<file path="src/rtl/cci_mpf_shim_active_req_limit_if.sv">
// Request/response and backpressure bundle between the AFU-side pipeline
// and the active request limiter. The master side is the traffic source
// (AFU requests, FIU responses and backpressure); the slave side is the limiter.
interface cci_mpf_shim_active_req_limit_if;
  logic       c0_req_en;
  logic [1:0] c0_req_cl_len;
  logic       c0_rsp_en;
  logic       c1_req_en;
  logic       c1_req_sop;
  logic [1:0] c1_req_cl_len;
  logic       c1_rsp_en;
  logic       c1_rsp_packed;
  logic [1:0] c1_rsp_cl_num;
  logic       fiu_c0_almost_full;
  logic       fiu_c1_almost_full;
  logic       afu_c0_almost_full;
  logic       afu_c1_almost_full;

  modport master (
    output c0_req_en, c0_req_cl_len, c0_rsp_en,
    output c1_req_en, c1_req_sop, c1_req_cl_len,
    output c1_rsp_en, c1_rsp_packed, c1_rsp_cl_num,
    output fiu_c0_almost_full, fiu_c1_almost_full,
    input  afu_c0_almost_full, afu_c1_almost_full
  );

  modport slave (
    input  c0_req_en, c0_req_cl_len, c0_rsp_en,
    input  c1_req_en, c1_req_sop, c1_req_cl_len,
    input  c1_rsp_en, c1_rsp_packed, c1_rsp_cl_num,
    input  fiu_c0_almost_full, fiu_c1_almost_full,
    output afu_c0_almost_full, afu_c1_almost_full
  );
endinterface

</file>
<file path="src/rtl/cci_mpf_shim_active_req_limit.sv">
// Active request limiter: tracks outstanding lines per channel (c0 reads,
// c1 writes) and raises AFU almost-full when the FIU pushes back or the
// outstanding count approaches MAX_ACTIVE_REQS.

// Per-channel outstanding-line counter with saturation and sticky errors.
module cci_mpf_shim_active_req_limit_chan #(
  parameter int MAX_ACTIVE_REQS = 128,
  parameter int THRESHOLD       = 8,
  parameter int CNT_WIDTH       = $clog2(MAX_ACTIVE_REQS) + 1
) (
  input  logic                 clk,
  input  logic                 reset,
  input  logic [2:0]           inc,
  input  logic [2:0]           dec,
  input  logic                 fiu_af,
  output logic [CNT_WIDTH-1:0] active,
  output logic                 almost_full,
  output logic                 err_ovf,
  output logic                 err_unf
);
  localparam logic [CNT_WIDTH:0]   SAT      = {1'b0, {CNT_WIDTH{1'b1}}};
  localparam logic [CNT_WIDTH-1:0] AF_LIMIT = CNT_WIDTH'(MAX_ACTIVE_REQS - THRESHOLD);

  logic [CNT_WIDTH:0]   sum;
  logic [CNT_WIDTH:0]   diff;
  logic [CNT_WIDTH-1:0] nxt;
  logic                 unf;
  logic                 ovf;

  // Net this cycle's increment and decrement one bit wider than the counter,
  // clamping to zero on underflow and to all-ones on overflow.
  always_comb begin
    sum  = {1'b0, active} + (CNT_WIDTH+1)'(inc);
    unf  = sum < (CNT_WIDTH+1)'(dec);
    diff = sum - (CNT_WIDTH+1)'(dec);
    ovf  = !unf && (diff > SAT);
    nxt  = diff[CNT_WIDTH-1:0];
    if (unf)      nxt = '0;
    else if (ovf) nxt = SAT[CNT_WIDTH-1:0];
  end

  // Register count, almost-full (from next count) and sticky error flags.
  // Almost-full resets high so the AFU stays quiet until the first edge.
  always_ff @(posedge clk or posedge reset) begin
    if (reset) begin
      active      <= '0;
      almost_full <= 1'b1;
      err_ovf     <= 1'b0;
      err_unf     <= 1'b0;
    end else begin
      active      <= nxt;
      almost_full <= fiu_af | (nxt > AF_LIMIT);
      err_ovf     <= err_ovf | ovf;
      err_unf     <= err_unf | unf;
    end
  end
endmodule

module cci_mpf_shim_active_req_limit #(
  parameter int MAX_ACTIVE_REQS = 128,
  parameter int THRESHOLD       = 8,
  parameter int CNT_WIDTH       = $clog2(MAX_ACTIVE_REQS) + 1
) (
  input  logic                             clk,
  input  logic                             reset,
  cci_mpf_shim_active_req_limit_if.slave   afu,
  output logic [CNT_WIDTH-1:0]             c0_active,
  output logic [CNT_WIDTH-1:0]             c1_active,
  output logic                             err_overflow,
  output logic                             err_underflow
);
  localparam int NUM_CH = 2;

  logic [NUM_CH-1:0][2:0]           inc;
  logic [NUM_CH-1:0][2:0]           dec;
  logic [NUM_CH-1:0]                fiu_af;
  logic [NUM_CH-1:0][CNT_WIDTH-1:0] active;
  logic [NUM_CH-1:0]                af;
  logic [NUM_CH-1:0]                ovf;
  logic [NUM_CH-1:0]                unf;

  // Illegal length encoding 2 counts as 4 lines so we never under-reserve.
  function automatic logic [2:0] cl_lines(input logic [1:0] len);
    case (len)
      2'd0:    cl_lines = 3'd1;
      2'd1:    cl_lines = 3'd2;
      default: cl_lines = 3'd4;
    endcase
  endfunction

  // Per-channel line deltas. Only SOP write beats reserve lines; a packed
  // write response retires the whole packet at once.
  always_comb begin
    inc[0] = afu.c0_req_en ? cl_lines(afu.c0_req_cl_len) : 3'd0;
    dec[0] = afu.c0_rsp_en ? 3'd1 : 3'd0;
    inc[1] = (afu.c1_req_en && afu.c1_req_sop) ? cl_lines(afu.c1_req_cl_len) : 3'd0;
    dec[1] = 3'd0;
    if (afu.c1_rsp_en)
      dec[1] = afu.c1_rsp_packed ? ({1'b0, afu.c1_rsp_cl_num} + 3'd1) : 3'd1;
    fiu_af = {afu.fiu_c1_almost_full, afu.fiu_c0_almost_full};
  end

  for (genvar g = 0; g < NUM_CH; g++) begin : g_ch
    cci_mpf_shim_active_req_limit_chan #(
      .MAX_ACTIVE_REQS (MAX_ACTIVE_REQS),
      .THRESHOLD       (THRESHOLD),
      .CNT_WIDTH       (CNT_WIDTH)
    ) u_chan (
      .clk         (clk),
      .reset       (reset),
      .inc         (inc[g]),
      .dec         (dec[g]),
      .fiu_af      (fiu_af[g]),
      .active      (active[g]),
      .almost_full (af[g]),
      .err_ovf     (ovf[g]),
      .err_unf     (unf[g])
    );
  end

  assign c0_active              = active[0];
  assign c1_active              = active[1];
  assign afu.afu_c0_almost_full = af[0];
  assign afu.afu_c1_almost_full = af[1];
  assign err_overflow           = |ovf;
  assign err_underflow          = |unf;
endmodule

</file>
<file path="src/flat_wrapper.sv">
// flat-port wrapper written by rule: the top's interface ports become plain ports
module cci_mpf_shim_active_req_limit_flat 
#(
  parameter int MAX_ACTIVE_REQS = 128,
  parameter int THRESHOLD       = 8,
  parameter int CNT_WIDTH       = $clog2(MAX_ACTIVE_REQS) + 1
)
  (clk, reset, c0_active, c1_active, err_overflow, err_underflow, afu_c0_req_en, afu_c0_req_cl_len, afu_c0_rsp_en, afu_c1_req_en, afu_c1_req_sop, afu_c1_req_cl_len, afu_c1_rsp_en, afu_c1_rsp_packed, afu_c1_rsp_cl_num, afu_fiu_c0_almost_full, afu_fiu_c1_almost_full, afu_afu_c0_almost_full, afu_afu_c1_almost_full);
  cci_mpf_shim_active_req_limit_if afu_i ();
  input  logic clk;
  input  logic reset;
  output logic [CNT_WIDTH-1:0] c0_active;
  output logic [CNT_WIDTH-1:0] c1_active;
  output logic err_overflow;
  output logic err_underflow;
  input wire logic [$bits(afu_i.c0_req_en)-1:0] afu_c0_req_en;
  input wire logic [$bits(afu_i.c0_req_cl_len)-1:0] afu_c0_req_cl_len;
  input wire logic [$bits(afu_i.c0_rsp_en)-1:0] afu_c0_rsp_en;
  input wire logic [$bits(afu_i.c1_req_en)-1:0] afu_c1_req_en;
  input wire logic [$bits(afu_i.c1_req_sop)-1:0] afu_c1_req_sop;
  input wire logic [$bits(afu_i.c1_req_cl_len)-1:0] afu_c1_req_cl_len;
  input wire logic [$bits(afu_i.c1_rsp_en)-1:0] afu_c1_rsp_en;
  input wire logic [$bits(afu_i.c1_rsp_packed)-1:0] afu_c1_rsp_packed;
  input wire logic [$bits(afu_i.c1_rsp_cl_num)-1:0] afu_c1_rsp_cl_num;
  input wire logic [$bits(afu_i.fiu_c0_almost_full)-1:0] afu_fiu_c0_almost_full;
  input wire logic [$bits(afu_i.fiu_c1_almost_full)-1:0] afu_fiu_c1_almost_full;
  output wire logic [$bits(afu_i.afu_c0_almost_full)-1:0] afu_afu_c0_almost_full;
  output wire logic [$bits(afu_i.afu_c1_almost_full)-1:0] afu_afu_c1_almost_full;
  assign afu_i.c0_req_en = afu_c0_req_en;
  assign afu_i.c0_req_cl_len = afu_c0_req_cl_len;
  assign afu_i.c0_rsp_en = afu_c0_rsp_en;
  assign afu_i.c1_req_en = afu_c1_req_en;
  assign afu_i.c1_req_sop = afu_c1_req_sop;
  assign afu_i.c1_req_cl_len = afu_c1_req_cl_len;
  assign afu_i.c1_rsp_en = afu_c1_rsp_en;
  assign afu_i.c1_rsp_packed = afu_c1_rsp_packed;
  assign afu_i.c1_rsp_cl_num = afu_c1_rsp_cl_num;
  assign afu_i.fiu_c0_almost_full = afu_fiu_c0_almost_full;
  assign afu_i.fiu_c1_almost_full = afu_fiu_c1_almost_full;
  assign afu_afu_c0_almost_full = afu_i.afu_c0_almost_full;
  assign afu_afu_c1_almost_full = afu_i.afu_c1_almost_full;
  cci_mpf_shim_active_req_limit #(.MAX_ACTIVE_REQS(MAX_ACTIVE_REQS), .THRESHOLD(THRESHOLD), .CNT_WIDTH(CNT_WIDTH)) u_core (.clk(clk), .reset(reset), .afu(afu_i), .c0_active(c0_active), .c1_active(c1_active), .err_overflow(err_overflow), .err_underflow(err_underflow));
endmodule
</file>
<file path="config.mk">
export PLATFORM = sky130hd
export DESIGN_NAME = cci_mpf_shim_active_req_limit_flat
export DESIGN_NICKNAME = d
export VERILOG_FILES = /design/src/rtl/cci_mpf_shim_active_req_limit_if.sv /design/src/rtl/cci_mpf_shim_active_req_limit.sv /design/src/flat_wrapper.sv
export SDC_FILE = /design/constraint.sdc
export NUM_CORES = 1
export LEC_CHECK = 0
export ABC_AREA = 1
export ABC_CLOCK_PERIOD_IN_PS = 3250
export BUFFER_PORTS_ARGS = -buffer_cell sky130_fd_sc_hd__buf_2
export CORE_MARGIN = 2
export CORE_UTILIZATION = 56
export CTS_CLUSTER_SIZE = 40
export DETAILED_ROUTE_END_ITERATION = 10
export GPL_TIMING_DRIVEN = 0
export PLACE_DENSITY_LB_ADDON = 0.05
export SETUP_SLACK_MARGIN = 0.02
export SYNTH_ARGS = -nofsm -noshare
export SYNTH_HDL_FRONTEND = slang
export SYNTH_SLANG_ARGS = --single-unit
export TNS_END_PERCENT = 20
</file>
<file path="constraint.sdc">
create_clock -name clk -period 3.25 [get_ports clk]
set_input_delay 0.1625 -clock clk [delete_from_list [all_inputs] [get_ports clk]]
set_output_delay 0.1625 -clock clk [all_outputs]
set_load 0.05 [all_outputs]
</file>
==> key figures, run 1 <==
Drt
  – Final WL: 4170 um
  – Pre-Repair DR Iteration Count: 5
  – Drt drc: 0
  – Routed wire per std cell: ~11 um
  – Vias per cell: around 5
  – First-iteration detailed-routing DRC count: 98
  – Final ANT Viol Nets: 0
  – Via count: roughly 1900

Timing
  – Min setup slack post-route: between 0.3 and 0.4 ns
  – Fin crit share: 0.898
  – Setup TNS: 0 ns
  – Final min period: 2.92 ns
  – Setup Skew: slightly above 0.01 ns
  – Unrepaired setup endpoints after global routing: false
  – Final Slew Violations: 0
  – Highest Clock Rate: 343 MHz
  – # setup viols final: 0
  – Worst slew pin tran: 0.790 ns
  – Slew HR: 0.473
  – Final Hold Slack: -0.0236 ns
  – Hold Violations, Final: 20

Clocking
  – Clock buffer depth: 2
  – Sink Count: 22
  – CTS tree: built
  – Worst skew pair latency: approximately 0.31 ns
  – Inserted Clock Buffers: 3
  – Clock root cell: clkbuf_4
  – Setup Fix Bufs, Post-CTS: 0
  – CTS clk-pin slew, worst paths: around 0.12 ns
  – # H-tree levels: 1

Global routing
  – Initial antenna violation count: 0
  – Total track usage: 0.222
  – GR Overflow Total: 0
  – Number of global-route vias before repair: between 1500 and 2000
  – Largest net degree at the start of global routing: 23
  – First-pass GRT wire length: around 7400 um

Yosys
  – Seq/Total Area, Yosys: 0.279
  – Post-synth cell types: 32
  – Mapped Area: just under 0.002 sq mm
  – Yosys warning total: 0
  – Syn_area_per_cell: between 6 and 7 sq um
  – #FFs+latches synth: 22
  – Synthesized instance count: 287
  – Syn Nets: approximately 320

Critical path
  – CP max-delay cell: fa_1
  – CP Data Required Time: roughly 3.5 ns
  – Startpoint types: flop
  – Stages on worst setup path: 18
  – CP top delay family: adder cells
  – CP max stage delay: between 0.4 and 0.5 ns
  – Critical-path cell list: ha_1 > inv_1 > fa_1 > inv_1 > fa_1 > nand2_1 > nand2_1 > nand3b_1 > nor2_4 > nand2_1 > nand2_1 > nand2_2 > buf_6 > nand2_4 > nand2_4 > nor2_2 > nand2_1 > nand2_1
  – CP dominant cell by count: nand2_1
  – Crit path DAT: 3.18 ns
  – CP endpoint kind: flop
  – Bufs and invs on worst path: 3
  – R2R depth: 18
  – Crit-path max FO: 10
  – WS Path Type: reg -> reg

Placement
  – Worst slack at placement: around 0.15 ns
  – Post-DP HPWL: roughly 3400 um
  – Area after DPL: 0.00222 sq mm
  – Final RePlAce weighted congestion: between 0.8 and 0.9
  – PortBufs: 35

Cells and area
  – Synthesis-to-finish area growth: 14.3%
  – Most common cell after layout, fill and taps aside: nand2_1
  – Post-route cell area: 0.00227 sq mm
  – Multi-input gate area: approximately 0.0012 sq mm
  – Fin util: 0.675
  – Layout cells sized above 1: 0.236
  – Commonest non-fill, non-tap cells in the layout: nand2_1 (80), inv_1 (41), buf_2 (36)
  – Reg area: roughly 550 sq um
  – Layout net count: between 300 and 400
  – Fillers: 350
  – Antenna diodes: 0

Power
  – PD cells: between 1000 and 1500 mW/mm^2
  – Leak pwr: 1.26 nW
  – VDD IR max: a little over 0.0005 V

Die
  – Die Y: roughly 64 um
  – Horiz. Die Dim: between 60 and 70 um
  – Initial Utilization: 0.590
  – Die area: around 0.004 sq mm
  – Row count: 21
  – Io pins: 36
  – Core Box Area: ~0.0034 sq mm

Worst hold path
  – Min-Delay Path Class: in -> async

Outcome
  – Failing checks: negative hold slack
  – Outcome: complete, but fails checks

Run
  – Max Cap Viol: 0
## flip-flops by register name (all words and copies together), names as in the netlist
name	count
u_core.g_ch.u_chan.active	16
u_core.g_ch.u_chan.almost_full	2
u_core.g_ch.u_chan.err_ovf	2
u_core.g_ch.u_chan.err_unf	2
## worst paths after layout
kind / from / endpoint / slack [ns]
worst min-delay path: reset / u_core.g_ch[1].u_chan.active[0] / -0.02
worst min register to register: u_core.g_ch[1].u_chan.err_ovf / u_core.g_ch[1].u_chan.err_ovf / 0.48
min in group clk: afu_fiu_c0_almost_full / u_core.g_ch[0].u_chan.almost_full / 0.03
max in group asynchronous: reset / u_core.g_ch[0].u_chan.active[2] / 2.77
worst max-delay path: u_core.g_ch[1].u_chan.active[0] / u_core.g_ch[1].u_chan.almost_full / 0.33
worst max register to register: u_core.g_ch[1].u_chan.active[0] / u_core.g_ch[1].u_chan.almost_full / 0.33
## power by group
part           leakage, nW  internal (mW)  switching, mW
combinational        0.995          0.488           1.16
clock               0.0210         0.0684         0.0808
sequential           0.239          0.395          0.109
## through the flow
stage	power [mW]	hold slack [ns]	instances
3_3_place_gp	2.11	0.348	368
2_1_floorplan	1.81	0.150	287
3_5_place_dp	2.14	0.353	368
6_report	2.30	-0.0236	372
5_1_grt	2.53	0.0347	372
4_1_cts	2.30	0.00849	372
## metal layers
layer	vias up	GRT usage	routed length, um
li1	994	-	-
met1	827	0.338	2160
met2	41	0.342	1840
met3	0	0.0393	158
met4	0	0.0190	0
met5	-	0	0
## Yosys cell counts
library cell,instances,area (sq um)
o21ai_1,1,5.00
nor3_4,1,16.3
xnor2_1,4,35.0
xor2_1,4,35.0
fa_1,3,60.1
ha_1,12,150
nand4_2,1,12.5
a21boi_0,1,7.51
inv_2,8,30.0
and2_4,1,8.76
buf_6,2,22.5
nand2_1,80,300
o21ai_0,7,35.0
dfrtp_1,20,500
nor2_1,18,67.6
nand3b_1,2,15.0
nand2_2,9,56.3
o21ai_2,1,8.76
nand3_2,2,20.0
dfstp_2,2,52.6
nor3_1,3,15.0
nor2_2,3,18.8
inv_1,41,154
nand4_1,8,50.1
a31oi_1,1,6.26
nor3b_1,1,7.51
nand3_1,33,165
a21oi_1,10,50.1
buf_2,1,5.00
nand2_4,3,33.8
nor2_4,3,33.8
o21bai_1,1,7.51
## what timing repair did
| action | in CTS | in global routing |
|---|---|---|
| hold buffers | 0 | 0 |
| gates resized for setup | 0 | 3 |
| endpoints found under the setup margin | 0 | 1 |
## cell families (layout without fill, tap and decap cells)
family / Yosys count / in the layout / synth area share
DFF: 22 / 22 / 0.279
AOI/OAI and AO/OA: 22 / 22 / 0.0605
buffers and inverters: 52 / 91 / 0.106
and+or+nand+nor: 168 / 168 / 0.413
adders and majority gates: 15 / 15 / 0.106
xor gates and xnor gates: 8 / 8 / 0.0353
## layout make-up
class / count / area share
buffer: 3 / 0.0121
clock buffer: 4 / 0.0160
inverter: 49 / 0.0821
multi-input combinational: 213 / 0.544
sequential: 22 / 0.244
tap: 46 / 0.0254
timing repair buffer: 35 / 0.0772
Note: power is estimated with default switching activity, not from simulation.
==> inputs of run 2 (changes only) <==
--- a/config.mk
+++ b/config.mk
@@ -8,11 +8,11 @@
 export ABC_AREA = 1
 export ABC_CLOCK_PERIOD_IN_PS = 3250
 export BUFFER_PORTS_ARGS = -buffer_cell sky130_fd_sc_hd__buf_2
+export CORE_ASPECT_RATIO = 1.25
 export CORE_MARGIN = 2
 export CORE_UTILIZATION = 56
 export CTS_CLUSTER_SIZE = 40
 export DETAILED_ROUTE_END_ITERATION = 10
-export GPL_TIMING_DRIVEN = 0
 export PLACE_DENSITY_LB_ADDON = 0.05
 export SETUP_SLACK_MARGIN = 0.02
 export SYNTH_ARGS = -nofsm -noshare
==> run 2 against run 1 <==
Die area about the same. First-iteration DRC count decreased by 11%. The flow now finishes without violations. Setup slack got worse by 0.029 ns. Sequential share of layout area increased by 0.19 points. Flip-flop and latch count unchanged. Clock-buffer cell count unchanged.
==> key figures, run 2 (synthesis results as in run 1) <==
Power
  – PD cells: 1030 mW/mm^2
  – Total internal power: ~0.98 mW
  – Leak pwr: 1.25 nW
  – Switch Pwr: roughly 1.3 mW
  – Seq pwr share: 0.220
  – VDD IR max: between 0.0005 and 0.0006 V
  – Sw Ratio: 0.580
  – Comb pwr share: 0.694
  – Clock power share: 0.086

Critical path
  – R2R depth: 19
  – CP endpoint kind: flop
  – CP dominant cell by count: nand2_1
  – Stages on worst setup path: 19
  – Crit-path max FO: 12
  – Bufs and invs on worst path: 2
  – WS Path Type: reg -> reg
  – Critical-path cell list: ha_1 > inv_1 > fa_1 > xnor2_1 > ha_1 > nand2_1 > nand2_1 > nor2_1 > inv_1 > nor2_2 > nand3_1 > nand2_1 > nand2_1 > nand2_4 > nand2_1 > nor2_1 > nand2_1 > nand2_1 > nand2_1
  – CP max stage delay: approximately 0.4 ns
  – Reg-to-reg endpoint: u_core.g_ch[1].u_chan.almost_full
  – CP Data Required Time: between 3 and 4 ns
  – Reg2Reg Setup Slack: 0.30 ns
  – R2r startpoint: u_core.g_ch[1].u_chan.active[0]
  – Crit path DAT: between 3 and 4 ns
  – Startpoint types: flop
  – CP top delay family: simple AND/OR/NAND/NOR gates
  – CP max-delay cell: fa_1

Clocking
  – Clock root cell: clkbuf_8
  – CTS clk-pin slew, worst paths: approximately 0.08 ns
  – Clock buffer depth: 2
  – # H-tree levels: 1
  – CTS tree: built
  – Inserted Clock Buffers: 3
  – Worst skew pair latency: between 0.2 and 0.3 ns
  – Sink Count: 22
  – Setup Fix Bufs, Post-CTS: 0

Timing
  – Final Hold Slack: roughly 0.062 ns
  – Final Slew Violations: 0
  – Unrepaired setup endpoints after global routing: false
  – Worst slew pin tran: between 0.8 and 0.9 ns
  – Fin crit share: 0.907
  – Setup TNS: 0 ns
  – Setup Skew: 0.00335 ns
  – # setup viols final: 0
  – Hold Violations, Final: 0
  – Highest Clock Rate: between 300 and 400 MHz
  – Slew HR: 0.430
  – Final min period: between 2 and 3 ns

Global routing
  – GR Util met1: 0.229
  – Met3 Resource Use GR: 0.0311
  – Number of global-route vias before repair: approximately 1700
  – GR Overflow Total: 0
  – Initial antenna violation count: 0
  – M2 GR Usage: 0.444
  – Largest net degree at the start of global routing: 23
  – First-pass GRT wire length: 7110 um
  – Global route hottest layer: met2
  – Total track usage: 0.227

Cells and area
  – Commonest non-fill, non-tap cells in the layout: nand2_1 (80), inv_1 (41), buf_2 (35)
  – Largest register by flop count: u_core.g_ch.u_chan.active
  – Max reg flops: 16
  – Reg area: 553 sq um
  – Multi-input gate area: 0.00123 sq mm
  – Fillers: about 320
  – Layout cells sized above 1: 0.226
  – Most common cell after layout, fill and taps aside: nand2_1
  – Synthesis-to-finish area growth: 13.4%
  – Antenna diodes: 0
  – Layout net count: about 360

Drt
  – Final WL: approximately 4200 um
  – Drt drc: 0
  – Pre-Repair DR Iteration Count: 4
  – Routed wire per std cell: ~12 um
  – Via count: 1863
  – Vias per cell: a little over 5
  – Final ANT Viol Nets: 0
  – First-iteration detailed-routing DRC count: between 80 and 90

Placement
  – Post-DP HPWL: 3520 um
  – PortBufs: 35
  – Final RePlAce weighted congestion: between 0.9 and 1

Die
  – Row count: 24
  – Io pins: 36
  – Initial Utilization: 0.575
  – Core Box Area: approximately 0.0035 sq mm
  – Die Y: slightly above 70 um
  – Die area: between 0.004 and 0.005 sq mm
  – Horiz. Die Dim: approximately 57 um

Worst hold path
  – Min-Delay Path Class: in -> async

Run
  – Max Cap Viol: 0

Outcome
  – Outcome: completed
## run 2: cell count changes in the layout (fill, tap and decap cells not counted), sizes merged
cell | previous run | this run
buf | 38 | 35
## run 2: final cells by class
| class | instances | area share |
|---|---|---|
| clock buffers | 4 | 0.0244 |
| repair buffers | 35 | 0.0778 |
| flip-flops and latches | 22 | 0.246 |
| inverters | 49 | 0.0828 |
| multi-input cells | 213 | 0.548 |
| well taps | 39 | 0.0217 |
## run 2: power by group through the flow
| stage | logic [mW] | clock network (mW) | registers (mW) |
|---|---|---|---|
| floorplan | 0.936 | 0 | 0.878 |
| global placement | 1.59 | 0 | 0.514 |
| detailed placement | 1.61 | 0 | 0.515 |
| CTS | 1.61 | 0.206 | 0.510 |
| global route | 1.79 | 0.224 | 0.530 |
| finish | 1.61 | 0.200 | 0.511 |
## run 2: per-stage QoR
step	power, mW	utilization	setup slack, ns	cell area (sq um)	cells
6_report	2.32	0.652	0.302	2250	362
5_1_grt	2.55	0.652	0.0436	2250	362
4_1_cts	2.33	0.648	0.265	2240	362
3_5_place_dp	2.12	0.632	0.124	2180	358
3_3_place_gp	2.10	0.632	0.159	2180	358
2_1_floorplan	1.81	-	0.232	1990	287
## run 2: worst max path at each step
| stage | from | endpoint |
|---|---|---|
| global placement | afu_c1_req_cl_len[1] | u_core.g_ch[1].u_chan.almost_full |
| floorplan | u_core.g_ch[1].u_chan.active[0] | u_core.g_ch[1].u_chan.almost_full |
| global route | u_core.g_ch[1].u_chan.active[0] | u_core.g_ch[1].u_chan.almost_full |
| CTS | u_core.g_ch[1].u_chan.active[0] | u_core.g_ch[1].u_chan.almost_full |
| finish | u_core.g_ch[1].u_chan.active[0] | u_core.g_ch[1].u_chan.almost_full |
| detailed placement | afu_c1_req_cl_len[1] | u_core.g_ch[1].u_chan.almost_full |
## run 2: timing repair
action | 4_1_cts | 5_1_grt
hold buffers | 0 | 0
gates resized for setup | 0 | 3
setup endpoints to repair | 0 | 1
## run 2: metal layers
metal  share of wire  vias to the layer above  wire length (um)
li1                -                      984                 -
met4           0.023                        0                95
met1            0.38                      848              1610
met5               0                        -                 0
met2            0.58                       25              2420
met3           0.020                        6                85
==> inputs of run 3 (changes only) <==
--- a/config.mk
+++ b/config.mk
@@ -10,7 +10,8 @@
 export BUFFER_PORTS_ARGS = -buffer_cell sky130_fd_sc_hd__buf_2
 export CORE_ASPECT_RATIO = 1.25
 export CORE_MARGIN = 2
-export CORE_UTILIZATION = 56
+export CORE_UTILIZATION = 58
+export CTS_BUF_LIST = sky130_fd_sc_hd__clkbuf_8
 export CTS_CLUSTER_SIZE = 40
 export DETAILED_ROUTE_END_ITERATION = 10
 export PLACE_DENSITY_LB_ADDON = 0.05
==> run 3 against run 2 <==
Worst hold slack worse by 0.014 ns. Non-clock buffer count is the same. Cell count fell by 0.55%. Flip-flop and latch count did not move. Wire length decreased by 1.2%. Die area shrank 3.2%. Power increased by 2.3%. Clock skew about the same. Global-route usage is essentially flat. Critical path depth down 2. Register-to-register slack got worse by 0.02 ns. Clock power grew 28%. Critical path type unchanged. Critical endpoint unchanged. Largest cell class unchanged. Highest routed layer unchanged.
==> key figures, run 3 (synthesis results as in run 1) <==
Global routing
  – Number of global-route vias before repair: between 1500 and 2000
  – Largest net degree at the start of global routing: 23
  – Initial antenna violation count: 0
  – First-pass GRT wire length: 7260 um
  – Total track usage: 0.227
  – GR Overflow Total: 0

Drt
  – First-iteration detailed-routing DRC count: 92
  – Drt drc: 0
  – Routed wire per std cell: approximately 12 um
  – Final WL: between 4000 and 5000 um
  – Vias per cell: roughly 5.2
  – Via count: 1878
  – Final ANT Viol Nets: 0
  – Pre-Repair DR Iteration Count: 5

Die
  – Initial Utilization: 0.611
  – Row count: 23
  – Io pins: 36
  – Die area: just under 0.004 sq mm
  – Die Y: between 60 and 70 um
  – Horiz. Die Dim: approximately 56 um
  – Core Box Area: 0.00325 sq mm

Timing
  – # setup viols final: 0
  – Hold Violations, Final: 0
  – Setup Skew: 0.00374 ns
  – Final min period: ~3 ns
  – Min setup slack post-route: around 0.28 ns
  – Slew HR: 0.449
  – Highest Clock Rate: 337 MHz
  – Fin crit share: 0.912
  – Setup TNS: 0 ns
  – Unrepaired setup endpoints after global routing: false
  – Final Hold Slack: between 0.04 and 0.05 ns
  – Worst slew pin tran: around 0.83 ns
  – Final Slew Violations: 0

Critical path
  – CP max-delay cell: fa_1
  – CP endpoint kind: flop
  – Crit-path max FO: 12
  – R2R depth: 17
  – CP startpoint: u_core.g_ch[1].u_chan.active[0]
  – Crit path DAT: 3.18 ns
  – Critical-path cell list: ha_1 > inv_1 > fa_1 > inv_1 > fa_1 > nand2_1 > nand2_1 > nand3b_1 > nor2_4 > nand2_1 > nand2_1 > nand2_2 > o21ai_0 > nand2_1 > nand2_1 > nand2_1 > nand2_1
  – CP top delay family: adder cells
  – WS Path Type: reg -> reg
  – Reg-to-reg endpoint: u_core.g_ch[1].u_chan.almost_full
  – Startpoint types: flop
  – CP Data Required Time: 3.46 ns
  – Bufs and invs on worst path: 2
  – R2r startpoint: u_core.g_ch[1].u_chan.active[0]
  – Reg2Reg Setup Slack: ~0.28 ns
  – CP max stage delay: just under 0.5 ns
  – CP dominant cell by count: nand2_1

Clocking
  – # hold bufs at CTS: 0
  – Inserted Clock Buffers: 3
  – Post-CTS sizing: 0
  – CTS tree: built
  – Clock buffer depth: 2
  – Worst skew pair latency: 0.26 ns
  – CTS clk-pin slew, worst paths: approximately 0.080 ns
  – Sink Count: 22
  – Clock root cell: clkbuf_8
  – # H-tree levels: 1
  – Setup Fix Bufs, Post-CTS: 0

Run
  – Max Cap Viol: 0

Cells and area
  – Antenna diodes: 0
  – Reg area: 553 sq um
  – Max reg flops: 16
  – Multi-input gate area: 0.00122 sq mm
  – Layout cells sized above 1: 0.226
  – Commonest non-fill, non-tap cells in the layout: nand2_1 (80), inv_1 (41), buf_2 (35)
  – Synthesis-to-finish area growth: 13.4%
  – Most common cell after layout, fill and taps aside: nand2_1
  – Fillers: approximately 300
  – Largest register by flop count: u_core.g_ch.u_chan.active
  – Layout net count: 355
  – Fin util: 0.692

Power
  – Comb pwr share: 0.677
  – VDD IR max: about 0.0006 V
  – Seq pwr share: 0.216
  – PD cells: 1060 mW/mm^2
  – Clock power share: 0.108
  – Total internal power: about 1.0 mW
  – Sw Ratio: 0.565
  – Switch Pwr: roughly 1.3 mW
  – Leak pwr: 1.25 nW

Placement
  – PortBufs: 35
  – Final RePlAce weighted congestion: roughly 0.87
  – Post-DP HPWL: around 3500 um
  – Worst slack at placement: about 0.17 ns

Worst hold path
  – Min-Delay Path Class: in -> async

Outcome
  – Outcome: completed
==> run 3: cell count changes in the layout (fill, tap and decap cells not counted) <==
cell       previous run  this run
nand2_4               4         3
inv_4                 1         0
inv_2                 7         8
bufinv_16             0         1
nand2_2               8         9
clkbuf_8              4         3
nand3_2               1         2
nand3_4               1         0
==> run 3: power by group through the flow <==
| stage | clock network, mW | logic [mW] | registers (mW) |
|---|---|---|---|
| CTS | 0.257 | 1.62 | 0.510 |
| global placement | 0 | 1.59 | 0.514 |
| floorplan | 0 | 0.936 | 0.878 |
| detailed placement | 0 | 1.60 | 0.516 |
| global route | 0.274 | 1.78 | 0.533 |
| finish | 0.256 | 1.61 | 0.512 |
==> run 3: layout make-up <==
type                       instances  share of cell area
inverter                          49              0.0817
clock buffer                       3              0.0183
timing repair buffer              35              0.0778
sequential                        22               0.246
tap                               37              0.0206
multi-input combinational        213               0.543
clock inverter                     1              0.0133
==> run 3: stage by stage <==
| stage | total power, mW | area [sq um] | instances |
|---|---|---|---|
| after floorplan | 1.81 | 1990 | 287 |
| after global placement | 2.11 | 2180 | 356 |
| after detailed placement | 2.12 | 2180 | 356 |
| after CTS | 2.38 | 2250 | 360 |
| after global routing | 2.59 | 2250 | 360 |
| final | 2.38 | 2250 | 360 |
==> run 3: routing by layer <==
layer	GRT usage	part of all wire
met1	0.248	0.39
met2	0.447	0.57
met3	0.0149	0.019
met4	0.0794	0.023
met5	0	0
==> run 3: worst max-delay path by stage <==
| stage | to | depth (start not counted) |
|---|---|---|
| floorplan | u_core.g_ch[1].u_chan.almost_full | 18 |
| global placement | u_core.g_ch[1].u_chan.almost_full | 19 |
| detailed placement | u_core.g_ch[1].u_chan.almost_full | 20 |
| CTS | u_core.g_ch[1].u_chan.almost_full | 17 |
| global route | u_core.g_ch[1].u_chan.almost_full | 19 |
| finish | u_core.g_ch[1].u_chan.almost_full | 17 |
